$ cat config.mk
export PLATFORM = sky130hd
export DESIGN_NAME = core_if_inst_queue
export DESIGN_NICKNAME = d
export VERILOG_FILES = /design/src/rtl/core_if_inst_queue_pkg.sv /design/src/rtl/core_ifq_ram.sv /design/src/rtl/core_if_inst_queue.sv
export SDC_FILE = /design/constraint.sdc
export NUM_CORES = 1
export LEC_CHECK = 0
export ABC_AREA = 1
export CAP_MARGIN = 25
export CORE_ASPECT_RATIO = 1.1
export CORE_MARGIN = 2
export CORE_UTILIZATION = 37
export DETAILED_ROUTE_END_ITERATION = 6
export GPL_ROUTABILITY_DRIVEN = 0
export PLACE_DENSITY = 0.57
export REMOVE_ABC_BUFFERS = 1
export SKIP_CTS_REPAIR_TIMING = 1
export SLEW_MARGIN = 10
export SYNTH_ARGS = -nofsm -noshare
export SYNTH_HDL_FRONTEND = slang
export SYNTH_SLANG_ARGS = --single-unit
$ cat constraint.sdc
create_clock -name clk -period 2.8 [get_ports clk]
set_input_delay 0.42 -clock clk [delete_from_list [all_inputs] [get_ports clk]]
set_output_delay 0.42 -clock clk [all_outputs]
set_load 0.02 [all_outputs]
$ cat src/rtl/core_if_inst_queue_pkg.sv
// Shared definitions for the fetch->decode instruction queue.
//   CORE_PC_WIDTH / CORE_INST_WIDTH : default datapath widths
//   Entry layout (LSB first): branch_predict | inst | pc
//   ifq_entry_w / ifq_pc_lsb        : entry width and pc field offset
package core_if_inst_queue_pkg;

  localparam int CORE_PC_WIDTH   = 32;
  localparam int CORE_INST_WIDTH = 32;

  localparam int IFQ_PRED_BIT = 0;
  localparam int IFQ_INST_LSB = 1;

  // CORE_IFQ_ENTRY_WIDTH for arbitrary widths
  function automatic int ifq_entry_w(input int pc_w, input int inst_w);
    return pc_w + inst_w + 1;
  endfunction

  function automatic int ifq_pc_lsb(input int inst_w);
    return IFQ_INST_LSB + inst_w;
  endfunction

  localparam int CORE_IFQ_ENTRY_WIDTH = CORE_PC_WIDTH + CORE_INST_WIDTH + 1;

endpackage

$ cat src/rtl/core_ifq_ram.sv
// DEPTH x ENTRY_W register array, one synchronous write port and one
// asynchronous read port. Contents reset to zero.
//   clk, rst_n      : clock, async active-low reset
//   we/waddr/wdata  : write port
//   raddr/rdata     : combinational read port
module core_ifq_ram #(
  parameter int DEPTH   = 4,
  parameter int ENTRY_W = 65,
  parameter int ADDR_W  = $clog2(DEPTH)
) (
  input  logic               clk,
  input  logic               rst_n,
  input  logic               we,
  input  logic [ADDR_W-1:0]  waddr,
  input  logic [ENTRY_W-1:0] wdata,
  input  logic [ADDR_W-1:0]  raddr,
  output logic [ENTRY_W-1:0] rdata
);

  logic [ENTRY_W-1:0] mem_q [DEPTH];
  logic [ENTRY_W-1:0] mem_d [DEPTH];

  always_comb begin
    mem_d = mem_q;
    if (we) mem_d[waddr] = wdata;
  end

  always_ff @(posedge clk or negedge rst_n) begin
    if (!rst_n) begin
      for (int i = 0; i < DEPTH; i++) mem_q[i] <= '0;
    end else begin
      mem_q <= mem_d;
    end
  end

  assign rdata = mem_q[raddr];

endmodule

$ cat src/rtl/core_if_inst_queue.sv
// Instruction queue between fetch and decode: DEPTH-entry FIFO of
// {pc, inst, branch_predict} with optional empty-queue bypass and
// single-cycle flush.
//   valid_in/ready_in/i_*     : fetch side handshake + entry
//   valid_out/ready_out/o_*   : decode side handshake + head entry
//   i_pipe_flush_req          : drop every entry, blocks both handshakes
//   o_count/o_empty/o_full    : occupancy status
module core_if_inst_queue
  import core_if_inst_queue_pkg::*;
#(
  parameter int DEPTH  = 4,
  parameter int PC_W   = CORE_PC_WIDTH,
  parameter int INST_W = CORE_INST_WIDTH,
  parameter int BYPASS = 1,
  localparam int CNT_W = $clog2(DEPTH) + 1
) (
  input  logic              clk,
  input  logic              rst_n,
  input  logic              valid_in,
  output logic              ready_in,
  input  logic [PC_W-1:0]   i_pc,
  input  logic [INST_W-1:0] i_inst,
  input  logic              i_branch_predict,
  output logic              valid_out,
  input  logic              ready_out,
  output logic [PC_W-1:0]   o_pc,
  output logic [INST_W-1:0] o_inst,
  output logic              o_branch_predict,
  input  logic              i_pipe_flush_req,
  output logic [CNT_W-1:0]  o_count,
  output logic              o_empty,
  output logic              o_full
);

  localparam int PTR_W   = $clog2(DEPTH);
  localparam int ENTRY_W = ifq_entry_w(PC_W, INST_W);
  localparam int PC_LSB  = ifq_pc_lsb(INST_W);

  logic [PTR_W-1:0] wr_ptr_q, wr_ptr_d;
  logic [PTR_W-1:0] rd_ptr_q, rd_ptr_d;
  logic [CNT_W-1:0] cnt_q, cnt_d;

  logic [ENTRY_W-1:0] wdata, rdata;
  logic empty, full, byp_act, byp_pass;
  logic enq, deq, enq_st, deq_st;

  assign empty = (cnt_q == '0);
  assign full  = (cnt_q == CNT_W'(DEPTH));

  // Ready never looks at ready_out: no ready_out->ready_in path.
  assign ready_in = !full && !i_pipe_flush_req;

  // Bypass presents the incoming entry while the queue is empty.
  assign byp_act  = (BYPASS != 0) && empty && valid_in && !i_pipe_flush_req;
  assign valid_out = !i_pipe_flush_req && (!empty || byp_act);

  assign enq = valid_in && ready_in;
  assign deq = valid_out && ready_out;

  // A consumed bypass entry never touches storage or the counters.
  assign byp_pass = byp_act && ready_out;
  assign enq_st   = enq && !byp_pass;
  assign deq_st   = deq && !byp_pass;

  assign wdata = {i_pc, i_inst, i_branch_predict};

  always_comb begin
    if (byp_act) begin
      o_pc             = i_pc;
      o_inst           = i_inst;
      o_branch_predict = i_branch_predict;
    end else begin
      o_pc             = rdata[PC_LSB +: PC_W];
      o_inst           = rdata[IFQ_INST_LSB +: INST_W];
      o_branch_predict = rdata[IFQ_PRED_BIT];
    end
  end

  always_comb begin
    wr_ptr_d = wr_ptr_q;
    rd_ptr_d = rd_ptr_q;
    cnt_d    = cnt_q;
    if (i_pipe_flush_req) begin
      wr_ptr_d = '0;
      rd_ptr_d = '0;
      cnt_d    = '0;
    end else begin
      if (enq_st) wr_ptr_d = wr_ptr_q + PTR_W'(1);
      if (deq_st) rd_ptr_d = rd_ptr_q + PTR_W'(1);
      cnt_d = cnt_q + CNT_W'(enq_st) - CNT_W'(deq_st);
    end
  end

  always_ff @(posedge clk or negedge rst_n) begin
    if (!rst_n) begin
      wr_ptr_q <= '0;
      rd_ptr_q <= '0;
      cnt_q    <= '0;
    end else begin
      wr_ptr_q <= wr_ptr_d;
      rd_ptr_q <= rd_ptr_d;
      cnt_q    <= cnt_d;
    end
  end

  // enq is already masked by flush through ready_in.
  core_ifq_ram #(
    .DEPTH  (DEPTH),
    .ENTRY_W(ENTRY_W),
    .ADDR_W (PTR_W)
  ) u_ram (
    .clk  (clk),
    .rst_n(rst_n),
    .we   (enq_st),
    .waddr(wr_ptr_q),
    .wdata(wdata),
    .raddr(rd_ptr_q),
    .rdata(rdata)
  );

  assign o_count = cnt_q;
  assign o_empty = empty;
  assign o_full  = full;

`ifndef SYNTHESIS
  always_ff @(posedge clk) begin
    if (rst_n) begin
      assert (cnt_q <= CNT_W'(DEPTH)) else $error("ifq count overflow");
      assert (!(enq && full))         else $error("ifq enq while full");
      assert (!(deq && !valid_out))   else $error("ifq deq without valid");
    end
  end
`endif

endmodule

==> key figures, run 1 <==
Floorplan
  • Core area: around 40000 sq um
  • Chip height: 216 microns
  • Top Ports: 142
  • Rows: 77
  • Die width: around 200 microns
  • Area of the die: 42600 sq um
  • Initial Utilization: 0.377

Timing
  • Slew Limit Headroom: 0.612
  • Final Setup Violations: 5
  • Worst slew pin tran: 0.582 ns
  • Achievable Freq: around 340 MHz
  • Min Tclk post-route: 2.93 ns
  • Max Slew Vio Count: 0
  • Final setup margin: -0.129 ns
  • RSZ-0062 raised after global routing: yes
  • Setup TNS: -0.317 ns
  • WHS: 0.395 ns
  • Final Cycle Share: 1.05
  • Fin. Hold Viols: 0
  • Clock Skew: 0.0168 ns

Cells and area
  • Layout cells sized above 1: 0.0604
  • Commonest non-fill, non-tap cell in the layout: nand2_1
  • Multi-input combinational cell area: roughly 6600 sq um
  • # diodes: 0
  • Commonest non-fill, non-tap cells in the layout: nand2_1 (986), inv_1 (268), dfrtp_1 (265)
  • Register area: between 6000 and 7000 sq um
  • Fill count: 4110
  • Synth-to-Final Area Change: 21.3%
  • # nets final: 2336

Routing
  • Detailed Route WL: ~48 mm
  • DR DRC count: 0
  • Antenna Nets Post-Route: 0
  • First-pass DRT Iterations: 7
  • Drt first-iter violations: 1064
  • Vias/cell: approximately 5.2
  • Vias: 14500
  • Drt wl/cell: ~17 microns

GRT
  • First-pass GRT wire length: 77.1 mm
  • Initial antenna violation count: 0
  • Routing usage on met2: 0.373
  • Met1 Usage GRT: 0.312
  • Pin count of the biggest net entering global routing: 109
  • Met3 usage: 0.0293
  • Vias in the first global route: 14000
  • GRT Overall Usage: 0.224
  • Top Usage Layer GRT: met2
  • Total grt overflow: 0

Hold path
  • Hold Path Class: in -> async

Clocking
  • CTS Buf Count: 30
  • H-tree level count: 1
  • Num Clock Sinks: 267
  • CTS Buffer Depth: 3
  • Reg clk slew, reported paths: approximately 0.060 ns
  • TritonCTS clock tree: done
  • Clock root buffer: clkbuf_16
  • Clk_lat worst skew: 0.57 ns

Pwr
  • Cell Pwr Density: 1080 nW/um^2
  • Switch share: 0.443
  • Worst vdd ir: ~0.00070 V
  • Flop pwr share: 0.292
  • P_sw: 0.00884 W
  • Int Pwr: 0.0111 W
  • Combinational power share: 0.510
  • Leak Pwr: approximately 11 nW
  • Clk pwr share: 0.198

Setup path
  • Crit path max fanout: 88
  • Worst EP arrival: 2.51 ns
  • Worst r2r path cells: 7
  • Reg2reg start: o_count[2]
  • Critical Path Start Type: register
  • Worst EP required: 2.38 ns
  • Reg2reg end: u_ram.mem_q[81]
  • Kind of critical path: reg -> out
  • Worst setup EP type: output pin
  • R2R setup slack: 0.60 ns

Synth
  • Synth cell types: 22
  • Sequential element share of the synthesized area: 0.441
  • Register bit count reported by yosys: ~270
  • Mapped Cells: approximately 2200
  • Cell Area, Synth: about 15000 sq um
  • Warnings, synthesis: 0
  • Syn_area_per_cell: 6.91 sq um

Place
  • DP HPWL: between 20 and 30 mm
  • PortBufs: 141

Flow run
  • Max-cap viol count: 0

Outcome
  • Failing checks: negative setup slack
  • Run status: finished with violations
flip-flops by register name, indices dropped and copies added (netlist names):
name	flops
u_ram.mem_q	260
wr_ptr_q	2
o_count	3
rd_ptr_q	2
kinds of logic after synthesis:
kind of cell,count (synthesis),synth area share
DFF,267,0.441
adders and majority gates,7,0.00627
buffers and inverters,451,0.128
AOI/OAI and AO/OA,2,0.000659
and+or+nand+nor,1467,0.424
power by group through the flow:
stage	sequential (W)	clock (W)	combinational, W
2_1_floorplan	0.00582	0	0.00594
3_3_place_gp	0.00583	0	0.0102
3_5_place_dp	0.00587	0	0.0103
4_1_cts	0.00582	0.00404	0.0104
5_1_grt	0.00600	0.00417	0.0114
6_report	0.00583	0.00395	0.0102
area by class of cell:
class / instances / area share
Clock buffer: 49 / 0.0518
Clock inverter: 7 / 0.00231
Multi-Input combinational cell: 1476 / 0.360
Timing Repair Buffer: 212 / 0.131
Inverter: 272 / 0.0559
Tap cell: 513 / 0.0349
Sequential cell: 267 / 0.363
layer usage:
layer | routed length, microns | share of wire
met5 | 0 | 0
met3 | 2650 | 0.056
met4 | 715 | 0.015
met2 | 22400 | 0.47
met1 | 21900 | 0.46
how the worst max path moves through the flow:
stage	from	end	slack, ns	cells after the start
2_1_floorplan	valid_in	o_inst[30]	-4.57	5
3_3_place_gp	valid_in	o_pc[10]	-0.005	8
3_5_place_dp	valid_in	o_pc[10]	-0.01	8
4_1_cts	rd_ptr_q[0]	o_inst[2]	-0.31	8
5_1_grt	rd_ptr_q[0]	o_inst[2]	-0.25	7
6_report	rd_ptr_q[0]	o_inst[2]	-0.13	7
critical path: stages, from the launching register on:
cell and delay, ns:
dfrtp_4 0.49, buf_12 0.39, nand2_1 0.10, nand3_1 0.09
nand2_1 0.10, nand2_1 0.16, nand2_1 0.07, clkdlybuf4s50_1 0.53
through the flow:
| step | std cells | util | instance area, sq um | power, W | setup WS, ns |
|---|---|---|---|---|---|
| 3_5_place_dp | 2738 | 0.427 | 17200 | 0.0162 | -0.0100 |
| 2_1_floorplan | 2015 | - | 14200 | 0.0118 | -4.57 |
| 6_report | 2796 | 0.457 | 18400 | 0.0199 | -0.129 |
| 5_1_grt | 2796 | 0.457 | 18400 | 0.0215 | -0.249 |
| 3_3_place_gp | 2738 | 0.427 | 17200 | 0.0161 | -0.00512 |
| 4_1_cts | 2794 | 0.452 | 18200 | 0.0202 | -0.314 |
Yosys cell counts, drive strengths merged:
| master | instances | area (sq um) |
|---|---|---|
| a21oi | 1 | 5.00 |
| buf | 133 | 748 |
| clkbuf | 46 | 173 |
| clkinv | 1 | 3.75 |
| dfrtp | 267 | 6680 |
| fa | 1 | 20.0 |
| ha | 6 | 75.1 |
| inv | 271 | 1020 |
| nand2 | 987 | 3710 |
| nand3 | 207 | 1040 |
| nand4 | 262 | 1640 |
| nor2 | 9 | 43.8 |
| nor3 | 1 | 5.00 |
| o21ai | 1 | 5.00 |
| or2 | 1 | 6.26 |
Note: power is estimated with default switching activity, not from simulation.
==> run 2, diff against run 1 <==
CAP_MARGIN = 10   (was 25)
CORE_MARGIN = not set   (was 2)
GPL_ROUTABILITY_DRIVEN = not set   (was 0)
==> run 2 against run 1 <==
Against the previous run:
- first-iteration DRC count grew 15%
- critical path depth shrank 1
- core utilization grew 0.32 points
- count of clock-buffer cells in the layout shrank 3
- power grew 2.7%
- non-clock buffer count shrank 2
- clock skew grew 0.013 ns
- highest routed layer is now met5
- the flow still finishes with violations (negative setup slack)
- worst setup slack gained 0.011 ns
- combinational power grew 4%
- final area grew 0.70%
- largest power group unchanged
==> key figures, run 2 (same netlist as run 1, synthesis figures left out) <==
Outcome
  • Run status: finished with violations (unchanged)
  • Failing checks: negative setup slack (unchanged)

Routing
  • Vias/cell: 5.24 (was 5.19)
  • Antenna Nets Post-Route: 0 (unchanged)
  • Drt first-iter violations: 1226 (was 1064)
  • DR DRC count: 0 (unchanged)
  • Detailed Route WL: 49.8 mm (was 47.6 mm)
  • Drt wl/cell: 17.8 microns (was 17.0 microns)
  • Vias: 14700 (was 14500)
  • First-pass DRT Iterations: 5 (was 7)

Place
  • DP HPWL: 26.9 mm (was 27.9 mm)
  • Placer Congestion: 0.780
  • DP Area: 17300 sq um (was 17200 sq um)
  • PortBufs: 141 (unchanged)
  • Cells after DPL: 2734 (was 2738)

Timing
  • Max Slew Vio Count: 0 (unchanged)
  • Slew Limit Headroom: 0.642 (was 0.612)
  • Achievable Freq: 343 MHz (was 341 MHz)
  • Min Tclk post-route: 2.92 ns (was 2.93 ns)
  • Final Cycle Share: 1.04 (was 1.05)
  • Setup TNS: -0.118 ns (was -0.317 ns)
  • Final setup margin: -0.118 ns (was -0.129 ns)
  • Worst slew pin tran: 0.538 ns (was 0.582 ns)
  • Final Setup Violations: 1 (was 5)
  • RSZ-0062 raised after global routing: yes (unchanged)
  • Fin. Hold Viols: 0 (unchanged)
  • Clock Skew: 0.0295 ns (was 0.0168 ns)

Floorplan
  • Initial Utilization: 0.377 (unchanged)
  • Die width: 195 microns (was 197 microns)
  • Chip height: 214 microns (was 216 microns)
  • Area of the die: 41800 sq um (was 42600 sq um)
  • Rows: 77 (unchanged)
  • Core area: 40300 sq um (unchanged)
  • Top Ports: 142 (unchanged)

Cells and area
  • Commonest non-fill, non-tap cells in the layout: nand2_1 (985), inv_1 (268), dfrtp_1 (264) (was nand2_1 (986), inv_1 (268), dfrtp_1 (265))
  • Post-route insts no fill: 2795 (was 2796)
  • Layout cells sized above 1: 0.0601 (was 0.0604)
  • Largest Register: u_ram.mem_q (unchanged)
  • Largest register FFs: 260 (unchanged)
  • Commonest non-fill, non-tap cell in the layout: nand2_1 (unchanged)
  • # nets final: 2334 (was 2336)
  • Synth-to-Final Area Change: 22.2% (was 21.3%)
  • Final Instance Area: 18500 sq um (was 18400 sq um)

Clocking
  • Clock root buffer: clkbuf_16 (unchanged)
  • Num Clock Sinks: 267 (unchanged)
  • CTS Buffer Depth: 3 (unchanged)
  • Clk_lat worst skew: 0.58 ns (was 0.57 ns)
  • CTS Buf Count: 30 (unchanged)
  • Reg clk slew, reported paths: 0.06 ns (about the same)
  • TritonCTS clock tree: done (unchanged)
  • H-tree level count: 1 (unchanged)

Pwr
  • Leak Pwr: 10.6 nW (was 10.5 nW)
  • P_sw: 0.00916 W (was 0.00884 W)
  • Switch share: 0.448 (was 0.443)
  • Final Power: 0.0205 W (was 0.0199 W)
  • Combinational power share: 0.518 (was 0.510)
  • Flop pwr share: 0.286 (was 0.292)
  • Cell Pwr Density: 1110 nW/um^2 (was 1080 nW/um^2)
  • Int Pwr: 0.0113 W (was 0.0111 W)
  • Worst vdd ir: 0.000669 V (was 0.000705 V)
  • Clk pwr share: 0.196 (was 0.198)

GRT
  • Routing usage on met2: 0.367 (was 0.373)
  • Top Usage Layer GRT: met2 (unchanged)
  • GRT Overall Usage: 0.230 (was 0.224)
  • Initial antenna violation count: 2 (was 0)
  • Pin count of the biggest net entering global routing: 98 (was 109)
  • Met1 Usage GRT: 0.326 (was 0.312)
  • Total grt overflow: 0 (unchanged)
  • Vias in the first global route: 13700 (was 14000)
  • Met3 usage: 0.0272 (was 0.0293)
  • First-pass GRT wire length: 77.2 mm (was 77.1 mm)

Setup path
  • R2R setup slack: 0.69 ns (was 0.60 ns)
  • Critical Path Source: rd_ptr_q[0] (unchanged)
  • Worst setup EP type: output pin (unchanged)
  • Kind of critical path: reg -> out (unchanged)
  • Worst path top cell family by delay: buffers and inverters (unchanged)
  • Worst EP arrival: 2.50 ns (was 2.51 ns)
  • Critical Path Start Type: register (unchanged)
  • Worst EP required: 2.38 ns (about the same)
  • Worst r2r path cells: 11 (was 7)
  • Crit-path max cell delay: 0.60 ns (was 0.53 ns)
  • Crit path max fanout: 38 (was 88)
  • Crit-path slowest cell: clkdlybuf4s50_1 (unchanged)
  • Critical path endpoint: o_inst[30] (was o_inst[2])
  • Reg2reg start: o_count[1] (was o_count[2])
  • Crit path cell chain: buf_6 -> nand2_1 -> nand3_1 -> nand3_1 -> nand2_1 -> clkdlybuf4s50_1 (was buf_12 -> nand2_1 -> nand3_1 -> nand2_1 -> nand2_1 -> nand2_1 -> clkdlybuf4s50_1)
  • Buf+Inv Stages, Crit Path: 2 (unchanged)
  • Crit path depth: 6 (was 7)
  • Reg2reg end: o_count[2] (was u_ram.mem_q[81])

Hold path
  • Hold Path Class: in -> async (unchanged)

Flow run
  • Max-cap viol count: 0 (unchanged)
==> run 2: changes by cell type in the layout (fill, tap and decap cells not counted), sizes merged <==
| cell | delta |
|---|---|
| buf | -3 |
| clkdlybuf4s50 | -3 |
| dlymetal6s2s | +3 |
| bufinv | +2 |
| clkbuf | -2 |
| clkinv | +2 |
| diode | +1 |
| inv | -1 |
==> run 2: final cells by class <==
class                   count  area, sq um
inverters                 272         1040
repair buffers            210         2490
clock inverters            10          104
diodes                      1         2.50
fillers                  4087        21700
clock buffers              46          892
multi-input cells        1476         6670
well taps                 513          642
flip-flops and latches    267         6690
==> run 2: power groups by stage <==
stage	clock [W]	sequential, W	combinational [W]
2_1_floorplan	0	0.00582	0.00594
3_3_place_gp	0	0.00584	0.0102
3_5_place_dp	0	0.00588	0.0103
4_1_cts	0.00411	0.00583	0.0104
5_1_grt	0.00427	0.00601	0.0118
6_report	0.00402	0.00585	0.0106
==> run 2: through the flow <==
stage	worst slack (ns)	hold WS (ns)	utilization
floorplan	-4.57	0.124	-
global placement	0.0277	0.405	0.428
detailed placement	0.0105	0.403	0.428
CTS	-0.323	-0.216	0.453
global route	-0.233	0.410	0.460
finish	-0.118	0.377	0.460
==> run 2: how the worst min path moves through the flow <==
stage	to	slack (ns)	depth (start not counted)
finish	u_ram.mem_q[190]	0.38	2
global route	u_ram.mem_q[190]	0.41	2
CTS	u_ram.mem_q[190]	-0.22	1
detailed placement	u_ram.mem_q[190]	0.40	1
global placement	u_ram.mem_q[190]	0.40	1
floorplan	o_count[0]	0.12	0
==> run 2: metal layers <==
metal | up-vias | wire, microns
met2 | 415 | 23000
met4 | 2 | 1130
li1 | 7065 | -
met3 | 71 | 2800
met5 | - | 13
met1 | 7102 | 22800
==> run 3, diff against run 2 <==
CORE_MARGIN = 2   (was not set)
CTS_BUF_LIST = sky130_fd_sc_hd__clkbuf_4   (was not set)
==> run 3 against run 2 <==
Against the previous run:
- worst hold slack got worse by 0.16 ns
- largest cell class unchanged
- largest power group unchanged
- critical endpoint is now o_inst[2]
- fmax up 6.2%
- first-iteration DRC count is 6.2% lower
- register-to-register slack worse by 0.11 ns
- critical path type unchanged
- the run ends with design-rule violations left
- clock power shrank 10%
- core utilization is 0.71 points lower
==> key figures, run 3 (same netlist as run 1, synthesis figures left out) <==
Outcome
  • Run status: finished with violations (unchanged)
  • Failing checks: design-rule violations (was negative setup slack)

Place
  • PortBufs: 141 (unchanged)
  • Placer Congestion: 0.792 (was 0.780)
  • Cells after DPL: 2738 (was 2734)
  • Setup WS pre-CTS: -0.0100 ns (was 0.0105 ns)
  • DP HPWL: 27.9 mm (was 26.9 mm)

Clocking
  • CTS Buffer Depth: 3 (unchanged)
  • Num Clock Sinks: 267 (unchanged)
  • Clk_lat worst skew: 0.76 ns (was 0.58 ns)
  • CTS Buf Count: 74 (was 30)
  • Clock root buffer: clkbuf_4 (was clkbuf_16)
  • TritonCTS clock tree: done (unchanged)
  • H-tree level count: 3 (was 1)
  • Reg clk slew, reported paths: 0.07 ns (was 0.06 ns)

Setup path
  • R2R setup slack: 0.58 ns (was 0.69 ns)
  • Crit path cell chain: buf_12 -> buf_16 -> nand2_1 -> nand3_1 -> nand2_1 -> nand2_1 -> nand2_1 -> clkbuf_2 (was buf_6 -> nand2_1 -> nand3_1 -> nand3_1 -> nand2_1 -> clkdlybuf4s50_1)
  • Critical Path Source: rd_ptr_q[0] (unchanged)
  • Crit-path max cell delay: 0.54 ns (was 0.60 ns)
  • Buf+Inv Stages, Crit Path: 3 (was 2)
  • Critical path endpoint: o_inst[2] (was o_inst[30])
  • Crit-path slowest cell: dfrtp_4 (was clkdlybuf4s50_1)
  • Crit path max fanout: 44 (was 38)
  • Reg2reg start: o_count[2] (was o_count[1])
  • Worst path top cell family by delay: flip-flops (was buffers and inverters)
  • Critical Path Start Type: register (unchanged)
  • Reg2reg end: u_ram.mem_q[81] (was o_count[2])
  • CP most frequent cell: nand2_1
  • Worst setup EP type: output pin (unchanged)
  • Worst EP required: 2.38 ns (about the same)
  • Worst r2r path cells: 7 (was 11)
  • Kind of critical path: reg -> out (unchanged)
  • Worst EP arrival: 2.33 ns (was 2.50 ns)
  • Crit path depth: 8 (was 6)

Pwr
  • Combinational power share: 0.521 (was 0.518)
  • Clk pwr share: 0.183 (was 0.196)
  • Worst vdd ir: 0.000676 V (was 0.000669 V)
  • Flop pwr share: 0.296 (was 0.286)
  • Switch share: 0.465 (was 0.448)
  • Cell Pwr Density: 1080 nW/um^2 (was 1110 nW/um^2)
  • Int Pwr: 0.0106 W (was 0.0113 W)
  • Leak Pwr: 10.3 nW (was 10.6 nW)
  • P_sw: 0.00918 W (was 0.00916 W)

Timing
  • Worst slew pin tran: 0.574 ns (was 0.538 ns)
  • Min Tclk post-route: 2.75 ns (was 2.92 ns)
  • Clock Skew: 0.0473 ns (was 0.0295 ns)
  • Final setup margin: 0.0533 ns (was -0.118 ns)
  • Setup TNS: 0 ns (was -0.118 ns)
  • Final Cycle Share: 0.981 (was 1.04)
  • WHS: 0.220 ns (was 0.377 ns)
  • Final Setup Violations: 0 (was 1)
  • Slew Limit Headroom: 0.617 (was 0.642)
  • Fin. Hold Viols: 0 (unchanged)
  • RSZ-0062 raised after global routing: yes (unchanged)
  • Achievable Freq: 364 MHz (was 343 MHz)
  • Max Slew Vio Count: 0 (unchanged)

GRT
  • GRT Overall Usage: 0.229 (was 0.230)
  • First-pass GRT wire length: 77.8 mm (was 77.2 mm)
  • Vias in the first global route: 14400 (was 13700)
  • Pin count of the biggest net entering global routing: 109 (was 98)
  • Initial antenna violation count: 1 (was 2)
  • Total grt overflow: 0 (unchanged)

Cells and area
  • Multi-input combinational cell area: 6650 sq um (was 6670 sq um)
  • Largest register FFs: 260 (unchanged)
  • # nets final: 2390 (was 2334)
  • Commonest non-fill, non-tap cells in the layout: nand2_1 (982), inv_1 (268), dfrtp_1 (264) (was nand2_1 (985), inv_1 (268), dfrtp_1 (264))
  • Layout cells sized above 1: 0.112 (was 0.0601)
  • Synth-to-Final Area Change: 20.3% (was 22.2%)
  • Largest Register: u_ram.mem_q (unchanged)
  • Fin util: 0.453 (was 0.460)
  • Post-route insts no fill: 2881 (was 2795)
  • Register area: 6690 sq um (unchanged)
  • Commonest non-fill, non-tap cell in the layout: nand2_1 (unchanged)
  • Fill count: 4206 (was 4087)

Routing
  • Vias: 14900 (was 14700)
  • Detailed Route WL: 49.7 mm (was 49.8 mm)
  • DR DRC count: 1 (was 0)
  • First-pass DRT Iterations: 7 (was 5)
  • Vias/cell: 5.17 (was 5.24)
  • Drt first-iter violations: 1150 (was 1226)
  • Drt wl/cell: 17.3 microns (was 17.8 microns)
  • Antenna Nets Post-Route: 0 (unchanged)

Hold path
  • Hold Path Class: in -> async (unchanged)

Flow run
  • Max-cap viol count: 0 (unchanged)

Floorplan
  • Top Ports: 142 (unchanged)
  • Initial Utilization: 0.377 (unchanged)
  • Area of the die: 42600 sq um (was 41800 sq um)
  • Core area: 40300 sq um (unchanged)
  • Chip height: 216 microns (was 214 microns)
  • Die width: 197 microns (was 195 microns)
  • Rows: 77 (unchanged)
## run 3: worst register-to-register path, stage by stage, from the launching register on
cell and delay [ns]:
dfrtp_1 0.42, inv_2 0.15, nand2_1 0.15, nand2_8 0.09, buf_12 0.42, buf_4 0.62, nand4_1 0.19, nand2_1 0.11
## run 3: worst min-delay path by stage
stage	startpoint	to	slack, ns	cells past startpoint
floorplan	rst_n	o_count[0]	0.12	0
detailed placement	rst_n	u_ram.mem_q[139]	0.41	1
CTS	rst_n	u_ram.mem_q[108]	-0.43	1
global route	rst_n	u_ram.mem_q[108]	0.22	2
global placement	rst_n	u_ram.mem_q[74]	0.41	1
finish	rst_n	u_ram.mem_q[201]	0.22	2
## run 3: power by group through the flow
stage	sequential (W)	combinational [W]	clock (W)
5_1_grt	0.00600	0.0115	0.00390
6_report	0.00583	0.0103	0.00362
4_1_cts	0.00581	0.0104	0.00372
3_5_place_dp	0.00587	0.0103	0
3_3_place_gp	0.00583	0.0102	0
2_1_floorplan	0.00582	0.00594	0
## run 3: per-stage QoR
stage	cell area, sq um	total power (W)
CTS	18100	0.0199
global placement	17200	0.0161
detailed placement	17200	0.0162
floorplan	14200	0.0118
finish	18200	0.0197
global route	18200	0.0214
## run 3: cell type report
type | instances | share of cell area
Clock inverter | 16 | 0.00494
Sequential cell | 267 | 0.367
Inverter | 272 | 0.0569
Antenna cell | 3 | 0.000412
Tap cell | 513 | 0.0352
Timing Repair Buffer | 221 | 0.125
Timing Repair inverter | 1 | 0.000480
Multi-Input combinational cell | 1476 | 0.364
Clock buffer | 112 | 0.0461
## run 3: per-layer routing
metal  routed length (microns)  global-route usage  part of all wire
met1                     22400               0.308              0.45
met2                     23400               0.377              0.47
met3                      2990              0.0423             0.060
met4                       911              0.0667             0.018
met5                         0                   0                 0
==> RTL change 1 (settings of run 1) <==
Change the parameter `BYPASS` from 1 to 0.
--- a/src/rtl/core_if_inst_queue.sv
+++ b/src/rtl/core_if_inst_queue.sv
@@ -13,3 +13,3 @@
   parameter int INST_W = CORE_INST_WIDTH,
-  parameter int BYPASS = 1,
+  parameter int BYPASS = 0,
   localparam int CNT_W = $clog2(DEPTH) + 1
Behaviour: not the same (a bounded check fails within 4 cycles, from zero or initial values and one cycle with rst_n low).
==> RTL change 1 against run 1 <==
Synthesized area shrank 15%; clock skew grew 2.6 ps; final cell count shrank 25%; cell area shrank 14%; wire length shrank 12%; critical endpoint is now o_pc[22]; core utilization grew 0.25 points; critical path type unchanged; critical path depth shrank 2; power shrank 9.4%; largest cell class unchanged; sequential cell count is the same; synthesized cell count shrank 28%; worst setup slack gained 210 ps.
==> RTL change 1: results (changes against run 1) <==
Drt:
- The number of DRC violations after detailed-routing iteration 0 is 907 (was 1064).
- The via-per-instance ratio came to 5.67 (was 5.19).
- The wire length per cell after detailed routing came to 19.9 µm (was 17.0 µm).
- The routed metal-1 wire length was 19100 µm (was 21900 µm).
- The highest routed metal layer was met5 (was met4).
- The sum of met3 wire segment lengths after detailed routing was 2370 µm (was 2650 µm).

Global routing:
- The global-route wire length before repair is 67100 µm (was 77100 µm).
- The maximum number of pins on one net before global-route repair came to 135 (was 109).
- The global-route met3 utilization is 3.20% (was 2.93%).
- The global-route met1 utilization came to 32.4% (was 31.2%).
- The number of antenna violations at the first check in global routing is 1 (was 0).
- The global routing met2 resource utilization was 36.4% (was 37.3%).
- The via count of the first global-routing pass was 12100 (was 14000).

Setup path:
- The endpoint of the worst-slack reg-to-reg timing path is o_count[2] (was u_ram.mem_q[81]).
- The highest fanout seen on the critical path was 35 (was 88).
- The reg-to-reg critical path startpoint is o_count[1] (was o_count[2]).

Synthesis:
- The fraction of synthesized cell area in xor and xnor cells is 0.135% (was 0%).
- The sequential share of the synthesized area came to 51.6% (was 44.1%).
- The adder and majority cell fraction of the synthesized area came to 0.735% (was 0.627%).
- The fraction of the mapped netlist area in compound gates is 8.24% (was 0.0660%).
- The distinct cell type count of the synthesized netlist is 20 (was 22).
- The top-area cell type share of the netlist area was 51.6% (was 44.1%).

Placement:
- The post-DP HPWL was 21400 µm (was 27900 µm).
- The pre-CTS setup slack came to 354 ps (was -10.0 ps).

Layout:
- The relative area of clock buffers and inverters in the final design is 6.31% (was 5.41%).
- The number of clock buffer instances in the layout is 39 (was 49).
- The fill cell total of the finished layout is 3347 (was 4110).
- The non-clock buffering overhead in the final layout is 13.2% (was 13.1%).
- The number of buffers other than clock buffers in the final layout is 181 (was 212).
- The count of multi-input gates came to 1143 (was 1476).
- The net count reported at finish is 1712 (was 2336).
- The share of cell area taken by flip-flops and latches is 42.4% (was 36.3%).
- The fraction of final layout cells sized beyond drive strength 1 is 6.27% (was 6.04%).
- The count of inverters other than clock inverters in the layout is 12 (was 272).

Power:
- The total combinational power was 7.63 mW (was 10.2 mW).
- The relative contribution of combinational cells to total power is 42.3% (was 51.0%).
- The sequential power share was 35.8% (was 29.2%).

STA:
- The worst clock skew was 19.4 ps (was 16.8 ps).
- The max-slew headroom at the worst pin is 31.9% (was 61.2%).
- The worst hold slack after final layout came to 330 ps (was 395 ps).

Worst hold path:
- The kind of path behind the tightest hold check was input port to flip-flop (was input port to async pin).

Clocking:
- The latest clock arrival within the worst-skew pair came to 550 ps (was 570 ps).

Run status:
- Outcome: completed (was complete, but fails checks).
RTL change 1: cell count changes in the layout (fill, tap and decap cells not counted), moves of 4 or more:
cell                              change
sky130_fd_sc_hd__o22ai_1             +65
sky130_fd_sc_hd__nand3_1            -194
sky130_fd_sc_hd__clkdlybuf4s50_1      -4
sky130_fd_sc_hd__o21ai_0            +122
sky130_fd_sc_hd__buf_4               -24
sky130_fd_sc_hd__inv_1              -259
sky130_fd_sc_hd__clkinv_2             +6
sky130_fd_sc_hd__o21ai_1              +7
sky130_fd_sc_hd__clkbuf_1             -4
sky130_fd_sc_hd__nand3_4              -5
sky130_fd_sc_hd__clkbuf_8             -5
sky130_fd_sc_hd__buf_12               -9
sky130_fd_sc_hd__nor2_1             +128
sky130_fd_sc_hd__nand2_1            -456
RTL change 1: per-stage QoR:
step           cells  area, µm²
2_1_floorplan   1422      12100
3_3_place_gp    2039      14500
6_report        2096      15800
5_1_grt         2096      15800
3_5_place_dp    2039      14500
4_1_cts         2094      15500
RTL change 1: how the worst max path moves through the flow:
stage                          start        endpoint  slack (ps)  depth (start not counted)
finish                   rd_ptr_q[0]        o_pc[22]          80                          5
global route             rd_ptr_q[0]        o_pc[22]         -80                          4
CTS                      rd_ptr_q[0]      o_inst[12]        -160                          5
detailed placement  i_pipe_flush_req      o_count[2]         350                         11
global placement    i_pipe_flush_req      o_count[2]         380                         12
floorplan                 o_count[1]  u_ram.mem_q[0]       -3650                          4
RTL change 1: worst max-delay path, stage by stage, from the launching register on:
cell	delay (ps)
sky130_fd_sc_hd__dfrtp_4	520
sky130_fd_sc_hd__inv_4	130
sky130_fd_sc_hd__buf_16	210
sky130_fd_sc_hd__nor2_1	70
sky130_fd_sc_hd__o22ai_1	170
sky130_fd_sc_hd__clkdlybuf4s50_1	630
==> RTL change 2 (config.mk and constraints of run 1) <==
Without the edit above. Register the output `o_count` once more, with the module's reset; this adds one clock of latency there. The other outputs are not delayed to match.
--- a/src/rtl/core_if_inst_queue.sv
+++ b/src/rtl/core_if_inst_queue.sv
@@ -120,3 +120,9 @@
 
-  assign o_count = cnt_q;
+  always_ff @(posedge clk or negedge rst_n) begin
+    if (!rst_n) begin
+      o_count <= '0;
+    end else begin
+      o_count <= cnt_q;
+    end
+  end
   assign o_empty = empty;
Formal check against the unedited RTL: not equivalent (Yosys sat finds a counterexample within 4 cycles, from zero or initial values and one cycle with rst_n low).
==> RTL change 2 against run 1 <==
The flow still finishes with violations (negative setup slack); power shrank 3.9%; worst setup slack improved by 5.4 ps; sequential power is 5.8% higher; cell area fell by 5.8%; fmax grew 0.18%; wire length decreased by 6.4%; synthesized area fell by 7.0%; sequential cell count rose by 3; critical endpoint is now o_inst[8]; largest cell class unchanged.
==> RTL change 2: results (changes against run 1) <==
Layout:
- The antenna diode count is 1 (was 0).
- The count of inverters other than clock inverters in the layout is 15 (was 272).
- The register area is 6760 µm² (was 6690 µm²).
- The net count reported at finish is 2060 (was 2336).
- The multi-input combinational cell area is 6580 µm² (was 6630 µm²).
- The number of clock buffer instances in the layout is 46 (was 49).

Synthesis:
- Synth top area cells: sky130_fd_sc_hd__dfrtp_1 48%, sky130_fd_sc_hd__nand2_1 21%, sky130_fd_sc_hd__nand4_1 12% (was sky130_fd_sc_hd__dfrtp_1 44%, sky130_fd_sc_hd__nand2_1 24%, sky130_fd_sc_hd__nand4_1 11%).
- List of most frequent post-synthesis cells: 789 x sky130_fd_sc_hd__nand2_1, 270 x sky130_fd_sc_hd__dfrtp_1, 267 x sky130_fd_sc_hd__nor2_1, 261 x sky130_fd_sc_hd__nand4_1, 101 x sky130_fd_sc_hd__o21ai_0 (was 986 x sky130_fd_sc_hd__nand2_1, 270 x sky130_fd_sc_hd__inv_1, 267 x sky130_fd_sc_hd__dfrtp_1, 262 x sky130_fd_sc_hd__nand4_1, 207 x sky130_fd_sc_hd__nand3_1).

Global routing:
- The via count of the first global-routing pass came to 13000 (was 14000).
- The maximum number of pins on one net before global-route repair is 150 (was 109).
- The overall global routing resource usage was 22.4% (about the same).
- The global-route met1 utilization is 31.7% (was 31.2%).
- The number of antenna violations at the first check in global routing is 1 (was 0).

Setup path:
- The reg-to-reg critical path startpoint is cnt_q[2] (was o_count[2]).
- The highest fanout seen on the critical path is 20 (was 88).
- The logic depth of the worst register-to-register path was 11 (was 7).

STA:
- The final count of negative-setup-slack endpoints was 1 (was 5).
- The slew at the pin with the worst max-slew slack is 726 ps (was 582 ps).
- The worst clock skew came to 10.4 ps (was 16.8 ps).
- The setup slack of the critical path after layout is -123 ps (was -129 ps).

Drt:
- The amount of wire on met2 after detailed routing was 21200 µm (was 22400 µm).
- The routed metal-1 wire length is 20200 µm (was 21900 µm).
- The via count came to 13400 (was 14500).

Clocking:
- The number of sinks on the clock net came to 270 (was 267).

Placement:
- The post-DP HPWL is 25100 µm (was 27900 µm).

Run status:
- Outcome: complete, but fails checks (unchanged).
- Violations in the final reports: negative setup slack (unchanged).

Power:
- The peak supply drop is 0.986 mV (was 0.705 mV).
==> RTL change 2: cell types whose count changed after synthesis, sizes merged, moves of 24 or more <==
cell | run 1 | this run
nor2 | 9 | 268
inv | 271 | 15
nand2 | 987 | 790
nand3 | 207 | 11
o21ai | 1 | 133
buf | 133 | 109
==> RTL change 2: worst max path at each step <==
| stage | start | end | slack [ps] |
|---|---|---|---|
| floorplan | cnt_q[1] | u_ram.mem_q[0] | -3710 |
| global placement | i_pipe_flush_req | o_inst[28] | 100 |
| detailed placement | valid_in | o_inst[28] | 100 |
| CTS | cnt_q[2] | o_inst[28] | -330 |
| global route | rd_ptr_q[0] | o_inst[8] | -300 |
| finish | cnt_q[2] | o_inst[8] | -120 |
==> RTL change 2: stage by stage <==
step | instances | setup WS, ps | area (µm²) | TNS [ps]
6_report | 2507 | -123 | 17300 | -123
5_1_grt | 2507 | -303 | 17300 | -303
4_1_cts | 2505 | -331 | 17100 | -18100
3_5_place_dp | 2450 | 104 | 16100 | 0
3_3_place_gp | 2450 | 103 | 16100 | 0
2_1_floorplan | 1758 | -3710 | 13300 | -1116660
==> RTL change 2: kinds of logic (layout without fill, tap and decap cells) <==
| kind of cell | Yosys count | after routing | share of synthesized area, % |
|---|---|---|---|
| adders and majority gates | 7 | 7 | 0.674 |
| AOI/OAI and AO/OA | 135 | 135 | 4.87 |
| buffers and inverters | 187 | 263 | 6.30 |
| xor gates and xnor gates | 1 | 1 | 0.0621 |
| and+or+nand+nor | 1330 | 1330 | 40.2 |
| DFF | 270 | 270 | 47.9 |
| other | 0 | 1 | 0 |
==> RTL change 2: report_power, final <==
group	total (mW)	switching [mW]	internal (mW)
Sequential	6.17	0.788	5.38
Combinational	8.85	5.60	3.25
Clock	4.15	1.62	2.53
